**config.mk**
```make
export PLATFORM = sky130hd
export DESIGN_NAME = deserializer
export DESIGN_NICKNAME = d
export VERILOG_FILES = /design/src/rtl/deserializer.sv
export SDC_FILE = /design/constraint.sdc
export NUM_CORES = 1
export LEC_CHECK = 0
export BUFFER_PORTS_ARGS = -buffer_cell sky130_fd_sc_hd__buf_2
export CORE_ASPECT_RATIO = 1.5
export CORE_MARGIN = 2
export CORE_UTILIZATION = 45
export DETAILED_ROUTE_END_ITERATION = 7
export PLACE_DENSITY = 0.64
export SYNTH_ARGS = -nofsm -noshare
export SYNTH_HDL_FRONTEND = slang
export SYNTH_SLANG_ARGS = --single-unit
```
**constraint.sdc**
```tcl
create_clock -name clk -period 5.45 [get_ports clk]
set_input_delay 1.09 -clock clk [delete_from_list [all_inputs] [get_ports clk]]
set_output_delay 1.09 -clock clk [all_outputs]
set_load 0.05 [all_outputs]
```
**src/rtl/deserializer.sv**
```systemverilog
// deserializer: LSB-first serial-to-parallel receiver with a double-buffered valid/ready output.
// Define DESERIALIZER_PARITY_EN to expect an even-parity bit after each word and flag mismatches.
module deserializer #(
   parameter int FETCH_WIDTH = 16,
   parameter int COUNT_WIDTH = 12
) (
   input  logic                   clk,
   input  logic                   rst_n,
   input  logic                   en,
   input  logic                   serial_data,
   input  logic                   in_valid,
   output logic [FETCH_WIDTH-1:0] parallel_data,
   output logic                   out_valid,
   input  logic                   receiver_rdy,
   output logic [COUNT_WIDTH-1:0] word_count,
   output logic                   overrun,
   output logic                   parity_err
);
`ifdef DESERIALIZER_PARITY_EN
   localparam int FRAME = FETCH_WIDTH + 1;
`else
   localparam int FRAME = FETCH_WIDTH;
`endif
   localparam int BW = $clog2(FRAME);
   localparam logic [BW-1:0] LAST = BW'(FRAME - 1);
   logic [FETCH_WIDTH-1:0] shift_q, shift_d, data_q, data_d, word, sel;
   logic [BW-1:0]          bit_cnt_q, bit_cnt_d;
   logic [COUNT_WIDTH-1:0] count_q, count_d;
   logic                   valid_q, valid_d, ovr_q, ovr_d, perr_q, perr_d, par_q, par_d;
   logic                   cap, done, deq, load;
   always_comb begin
      cap = en && in_valid;
      done = cap && bit_cnt_q == LAST;
      deq = valid_q && receiver_rdy;
      load = done && (!valid_q || deq);
      // the parity bit position shifts past the word, so sel is zero and the word is untouched
      sel = FETCH_WIDTH'(1) << bit_cnt_q;
      word = serial_data ? (shift_q | sel) : (shift_q & ~sel);
      shift_d = cap ? (done ? '0 : word) : shift_q;
      bit_cnt_d = cap ? (done ? '0 : bit_cnt_q + BW'(1)) : bit_cnt_q;
      valid_d = load || (valid_q && !deq);
      data_d = load ? word : data_q;
      count_d = count_q + COUNT_WIDTH'(load);
      ovr_d = ovr_q || (done && valid_q && !deq);
`ifdef DESERIALIZER_PARITY_EN
      par_d = cap ? (done ? 1'b0 : par_q ^ serial_data) : par_q;
      perr_d = perr_q || (done && par_q != serial_data);
`else
      par_d = 1'b0;
      perr_d = 1'b0;
`endif
      if (!en) begin
         shift_d = '0;
         bit_cnt_d = '0;
         valid_d = 1'b0;
         count_d = '0;
         ovr_d = 1'b0;
         par_d = 1'b0;
         perr_d = 1'b0;
      end
   end
   always_ff @(posedge clk or negedge rst_n) begin
      if (!rst_n) begin
         shift_q <= '0;
         bit_cnt_q <= '0;
         data_q <= '0;
         valid_q <= 1'b0;
         count_q <= '0;
         ovr_q <= 1'b0;
         par_q <= 1'b0;
         perr_q <= 1'b0;
      end else begin
         shift_q <= shift_d;
         bit_cnt_q <= bit_cnt_d;
         data_q <= data_d;
         valid_q <= valid_d;
         count_q <= count_d;
         ovr_q <= ovr_d;
         par_q <= par_d;
         perr_q <= perr_d;
      end
   end
   assign parallel_data = data_q;
   assign out_valid = valid_q;
   assign word_count = count_q;
   assign overrun = ovr_q;
   assign parity_err = perr_q;
endmodule
```
# ---- After elaboration in Yosys (flattened, before gate mapping)
# Index checks and enable logic that the tools add are counted.
dict set report word_totals {
  regBits 50
  output_inout_bits 31
  word_cells 36
}
dict set report classes {
  n_addsub 2
  eq_ne 2
  shifts 1
  mux 10
  bitwise_logic 3
  n_reduce_logical 12
}
# operator n
set op_table {}
lappend op_table {{two-way mux 16 bit} 4}
lappend op_table {{AND 16 bit} 1}
lappend op_table {{inverter 16 bit} 1}
lappend op_table {{OR 16 bit} 1}
lappend op_table {{<< shifter 1 x 4 -> 16 bit (first input constant)} 1}
lappend op_table {{adder 12 x 1 -> 12 bit} 1}
lappend op_table {{two-way mux 12 bit} 1}
lappend op_table {{two-way mux 4 bit} 3}
lappend op_table {{logical AND 1 bit} 7}
lappend op_table {{adder 4 x 1 -> 4 bit (second input constant)} 1}
lappend op_table {{== test 4 bit (second input constant)} 1}
lappend op_table {{logical OR 1 bit} 3}
lappend op_table {{logical NOT 1 bit} 2}
lappend op_table {{two-way mux 1 bit} 2}
lappend op_table {{!= test 2 x 1 -> 1 bit (second input constant)} 1}

# ---- Depth between registers and ports, before layout
# Gate-level depths: netlist (run 1).
dict set report logic_depth {
  depth_word 7
  ltp_mapped 9
  mapped_depth_nobuf 8
}

# ---- Worst setup path after synthesis (run 1)
# OpenSTA, ideal clock, no wires.
dict set report synth_path {
  path_kind {input to register}
  from {input port en}
  to {register count_q[10], in the netlist word_count[10]}
  setup_time_ns 0.119
  arrival_time_ns 2.642
  required_ns 5.331
  slack_ns 2.689
  stages 9
  n_path_buf 2
  path_cell_list {buf_4 > nand2_2 > nor3_4 > buf_4 > ha_1 > and4_1 > nand4_1 > xnor2_1 > and2_1}
}
dict set report synth_between {
  elab_chain_cells 5
}
# item line_no
set synth_rtl {}
lappend synth_rtl {{from (decl)} 9} ;# input logic en,
lappend synth_rtl {{logical AND 1 bit} 32} ;# cap = en && in_valid;
lappend synth_rtl {{logical AND 1 bit} 33} ;# done = cap && bit_cnt_q == LAST;
lappend synth_rtl {{logical AND 1 bit} 35} ;# load = done && (!valid_q || deq);
lappend synth_rtl {{adder 12 x 1 -> 12 bit} 43} ;# count_d = count_q + COUNT_WIDTH'(load);
lappend synth_rtl {{two-way mux 12 bit (*)} 52} ;# if (!en) begin
lappend synth_rtl {{named net count_d[10]} 28} ;# logic [COUNT_WIDTH-1:0] count_q, count_d;
lappend synth_rtl {{to (signal assigned)} 77} ;# count_q <= count_d;
lappend synth_rtl {{to (decl)} 28}
# The timed path passes the listed nets; every way through them passes the cells marked *.
# A chain may end at the register's enable or synchronous reset.

# ---- Worst setup path after layout (run 1)
dict set report layout_path {
  from {input port en}
  to {register count_q[11], in the netlist word_count[11]}
}
# Same word-level chain as after synthesis.

==> metrics.yaml, run 1 <==
status: "complete, no violations"
worst_hold_path_type: "flip-flop to flip-flop"
max_freq_ghz: 0.420
globalRouteOverflowTotal: 0
grt_pass1_wl_um: 7830
rsz0062_at_grt: "false"
drtPass1Iterations: 4
syn_area_um2: 2430
post_dp_cell_area_um2: 2630
fin_skew_ns: 0.00657
grtUsageMet2_pct: 29.6
holdBufCountCts: 0
antenna_found_initial: 0
synth_cell_types: 32
synth_area_leaders: "dfrtp_1 (51%), mux2i_1 (7.4%), nand2_1 (5.3%), a21oi_2 (4.7%), ha_1 (4.1%)"
criticalPathCategory: "primary input to flip-flop"
design_area_um2: 2720
drv_slew: 0
first_iter_violations: 58
cts_root_buf: "clkbuf_8"
finalSetupViolCount: 0
cts_buffer_depth: 2
synth.avg_cell_area_um2: 10.4
die_x_um: 64.0
die_h_um: 94.0
hold_depth: 2
grt_max_degree: 51
grt_pass1_vias: 1665
cts_setup_buffers: 0
max_slew.worst_pin.slew_ns: 0.625
cts-htree-levels: 2
placedCellCount: 327
cp-end-kind: "flip-flop"
drc_errors: 0
leakagePower_nw: 1.42
grtUsageTotal_pct: 17.0
global_route.usage.met1_pct: 20.3
n_antenna_cell: 0
netlist_instances: 233
wirelength_um: 4450
final_layout_size_suffix_gt1_share_pct: 24.3
clk_transition_reported_paths_ns: 0.09
vias: 1656
cts_buffers: 5
globalplace.congestion: 0.715
finalSetupTns_ns: 0
cts_resized: 0
seq_area_frac_synth_pct: 51.5
routed_via_density: 4.94
port_buffers: 35
reg2regPathDepth: 8
post_drt_wl_per_cell_um: 13.3
fin_crit_ns: 2.38
initial_core_util_pct: 47.0
layout.cells.non_filler: 335
ys_seq_elements: 50
max_cap_violations: 0
clk_latency_ns: 0.31
ioPinCount: 37
hpwl_um: 3020
rows: 32
power_mw: 0.683
yosysTopAreaCellShare_pct: 51.5
cp.required_ns: 5.68
crit_arrival_ns: 2.61
antenna_left: 0
fin_nets: 280
yosys.area.top_type: "dfrtp_1"
powerDensity_nw_per_um2: 251
yosysWarnings: 0
area_delta_synth_final_pct: 12.1
post-route-period-util_pct: 43.7
die-area_um2: 6020
grt-busiest-layer: "met2"
startpoint_type: "primary input"
grt.met3_usage_pct: 3.00
cts_tree: "done"
cts_sinks: 50
crit_fanout: 19
timing.slew.headroom_pct: 58.3
irDropWorstVdd_mv: 0.119
coreArea_um2: 5160
syn_nets: 247
hold_viol: 0
final_util_pct: 52.7
[layout make-up]
class	instances	area (um^2)
clock buffer	7	86.3
multi-input combinational	168	1090
inverter	3	11.3
sequential	50	1250
timing repair buffer	38	198
fill	495	2440
clock inverter	1	5.00
tap	68	85.1
[metrics by stage]
step	hold WS [ns]	setup WS, ns
detailed placement	0.471	2.72
global route	0.509	2.90
finish	0.485	3.07
CTS	0.490	3.04
global placement	0.461	2.78
floorplan	0.450	2.69
[power breakdown]
| group | total [mW] | internal, mW | switching, mW |
|---|---|---|---|
| logic | 0.0726 | 0.0177 | 0.0549 |
| registers | 0.385 | 0.379 | 0.00565 |
| clock network | 0.225 | 0.103 | 0.122 |
| total | 0.683 | 0.500 | 0.183 |
[cells by family (layout without fill, tap and decap cells)]
kind of cell | Yosys count | after routing | share of synthesized area (%)
AO/OA/AOI/OAI | 37 | 37 | 10.0
XOR/XNOR | 10 | 10 | 3.60
adder cells (fa/ha/maj) | 8 | 8 | 4.12
buffers and inverters | 15 | 49 | 3.76
flip-flops | 50 | 50 | 51.5
multiplexers | 18 | 18 | 7.41
other | 1 | 1 | 0.154
AND/OR/NAND/NOR | 94 | 94 | 19.4
[synth_stat cells]
library cell,count
dfrtp_1,50
nand2_1,34
mux2i_1,18
o21ai_0,18
nor2_1,17
a21oi_2,13
and2_1,11
ha_1,8
nand3_1,8
nor2b_1,5
xnor2_1,5
xor2_1,5
buf_4,4
a21oi_1,3
and4_1,3
buf_2,3
inv_1,3
nand2b_1,3
nor2_2,3
nor3_1,3
buf_6,2
clkbuf_1,2
nand3_2,2
nand4_1,2
a211o_1,1
a21o_1,1
a22o_1,1
and3_1,1
clkbuf_2,1
conb_1,1
nand2_2,1
nor3_4,1
[worst max-delay path, stage by stage]
cell and delay [ns]:
buf_2 0.26, nand2_2 0.13, nor3_4 0.23, ha_1 0.24
nand2_1 0.10, nor2_1 0.16, and4_1 0.23, mux2i_1 0.17
[per-layer routing]
| layer | wire length, um | vias up |
|---|---|---|
| met3 | 130 | 7 |
| met4 | 82 | 0 |
| met5 | 0 | - |
| met1 | 2020 | 773 |
| met2 | 2220 | 29 |
| li1 | - | 847 |
[sequential cells by signal, indices dropped and copies added, names as in the netlist]
signal,flops
bit_cnt_q,4
word_count,12
parallel_data,16
overrun,1
shift_q,16
out_valid,1
[cell usage in the layout (no fill, tap or decap)]
cell,synthesis,routed
nand3_1,8,8
nand2_1,34,34
conb_1,1,1
nor3_1,3,3
and3_1,1,1
nand4_1,2,2
and2_1,11,11
ha_1,8,8
nor2b_1,5,5
nor2_1,17,17
o21ai_0,18,18
a211o_1,1,1
clkbuf_1,2,1
a21o_1,1,1
inv_1,3,3
xor2_1,5,5
clkbuf_8,0,6
a21oi_2,13,13
clkinv_2,0,1
mux2i_1,18,18
a21oi_1,3,3
xnor2_1,5,5
and4_1,3,3
nand2b_1,3,3
nor3_4,1,1
nor2_2,3,3
buf_2,3,35
dfrtp_1,50,50
a22o_1,1,1
buf_4,4,3
nand3_2,2,2
nand2_2,1,1
[worst paths after layout]
kind,startpoint,to,slack (ns)
max in group asynchronous,rst_n,shift_q[4],4.15
max,en,word_count[11],3.07
min,shift_q[15],shift_q[15],0.49
max reg2reg,bit_cnt_q[0],word_count[11],3.42
min reg2reg,shift_q[15],shift_q[15],0.49
min in group asynchronous,rst_n,parallel_data[10],0.88
Note: power is estimated with default switching activity, not from simulation.
==> inputs of run 2 (changes only) <==
clock period = 2.44 ns   (was 5.45 ns; I/O delays follow)
==> run 2 against run 1 <==
Compared with the run above: sequential share of layout area decreased by 0.75 points; sequential power grew 120%; first-iteration DRC count decreased by 52%; combinational power grew 130%; cell count increased by 1.2%; utilization rose by 0.87 points; design area increased by 1.7%; non-clock buffer count rose by 4; setup slack got worse by 2.6 ns; flip-flop and latch count stayed put; critical endpoint is now word_count[10]; highest routed layer unchanged.
==> metrics.yaml, run 2 (same netlist as run 1, synthesis figures left out) <==
fin_skew_ns: 0.00952
grt_max_degree: 33
grtUsageTotal_pct: 16.9
slowest_delay_ns: 0.44
die_x_um: 64.0
r2r_setup_slack_ns: 0.46
globalplace.congestion: 0.773
antenna_found_initial: 0
coreArea_um2: 5160
path_cells: "ha_1 -> nand3_2 -> nor3_4 -> ha_1 -> and4_1 -> nand4_1 -> xnor2_1 -> and2_1"
cts_resized: 0
crit_arrival_ns: 2.18
route.top_layer_used: "met4"
power_mw: 1.60
cts_setup_buffers: 0
worst_hold_path_type: "primary input to async pin"
crit_buf_inv: 0
max_freq_ghz: 0.504
cp.required_ns: 2.63
die-area_um2: 6020
cp.depth: 8
crit_fanout: 6
fillers: 476
drtPass1Iterations: 4
irDropWorstVdd_mv: 0.283
initial_core_util_pct: 47.0
hpwl_um: 3230
rsz0062_at_grt: "false"
port_buffers: 35
grt_pass1_wl_um: 7850
cts-htree-levels: 2
fin_nets: 284
layout_commonest_cell: "dfrtp_1"
drc_errors: 0
clk_latency_ns: 0.30
dpl_worst_slack_ns: 0.457
routed_via_density: 4.97
reg2regPathDepth: 8
leakagePower_nw: 1.44
cts_buffer_depth: 2
die_h_um: 94.0
finalSetupViolCount: 0
mostFrequentLayoutCells: "dfrtp_1 (50), buf_2 (35), nand2_1 (34), mux2i_1 (18), o21ai_0 (18)"
r2r_end: "word_count[10]"
first_iter_violations: 28
vias: 1684
powerDensity_nw_per_um2: 577
fin_hold_ws_ns: 0.122
area_delta_synth_final_pct: 14.0
startpoint_type: "flip-flop"
final_util_pct: 53.6
cp-end-kind: "flip-flop"
wirelength_um: 4570
grt_pass1_vias: 1682
cts_buffers: 5
globalRouteOverflowTotal: 0
cts_root_buf: "clkbuf_8"
ioPinCount: 37
final_layout_size_suffix_gt1_share_pct: 25.1
critPathMostFrequentCell: "ha_1"
antenna_left: 0
fin_crit_ns: 1.98
post-route-period-util_pct: 81.2
r2r-start: "bit_cnt_q[0]"
dr_wl_met2_um: 2250
worst_path_max_delay_cell: "dfrtp_1"
status: "complete, no violations"
drt-met1-wl_um: 2090
crit_family: "simple AND/OR/NAND/NOR gates"
max_cap_violations: 0
holdBufCountCts: 0
cts_sinks: 50
clk_transition_reported_paths_ns: 0.09
drv_slew: 0
hold_viol: 0
met3_length_um: 139
rows: 32
n_antenna_cell: 0
timing.final.ws_setup_ns: 0.458
cts_tree: "done"
finalSetupTns_ns: 0
post_drt_wl_per_cell_um: 13.5
criticalPathCategory: "flip-flop to flip-flop"
==> run 2: cell type report <==
type / count / area (um^2) / area share, %
multi-input cells: 168 / 1090 / 39.3
clock inverters: 1 / 30.0 / 1.08
well taps: 68 / 85.1 / 3.07
clock buffers: 7 / 76.3 / 2.76
inverters: 3 / 11.3 / 0.407
flip-flops and latches: 50 / 1250 / 45.2
repair buffers: 42 / 228 / 8.22
==> run 2: how the worst max path moves through the flow <==
stage | startpoint | endpoint
after floorplan | out_valid | word_count[10]
after global placement | bit_cnt_q[0] | word_count[10]
after detailed placement | bit_cnt_q[0] | word_count[11]
after CTS | bit_cnt_q[0] | word_count[11]
after global routing | bit_cnt_q[0] | word_count[11]
final | bit_cnt_q[0] | word_count[10]
==> run 2: report_power, final <==
| part | leakage (nW) | internal (mW) | switching [mW] |
|---|---|---|---|
| combinational | 0.709 | 0.0421 | 0.125 |
| sequential | 0.682 | 0.847 | 0.0120 |
| clock | 0.0524 | 0.307 | 0.265 |
==> run 2: stage by stage <==
stage / instances / cell area (um^2)
5_1_grt: 339 / 2770
2_1_floorplan: 233 / 2430
3_3_place_gp: 331 / 2660
3_5_place_dp: 331 / 2660
6_report: 339 / 2770
4_1_cts: 339 / 2770
==> run 2: metal layers <==
layer | GRT usage, % | vias to the layer above
met5 | 0 | -
met4 | 7.61 | 0
met2 | 28.2 | 33
met1 | 21.3 | 797
met3 | 2.88 | 4
li1 | - | 850
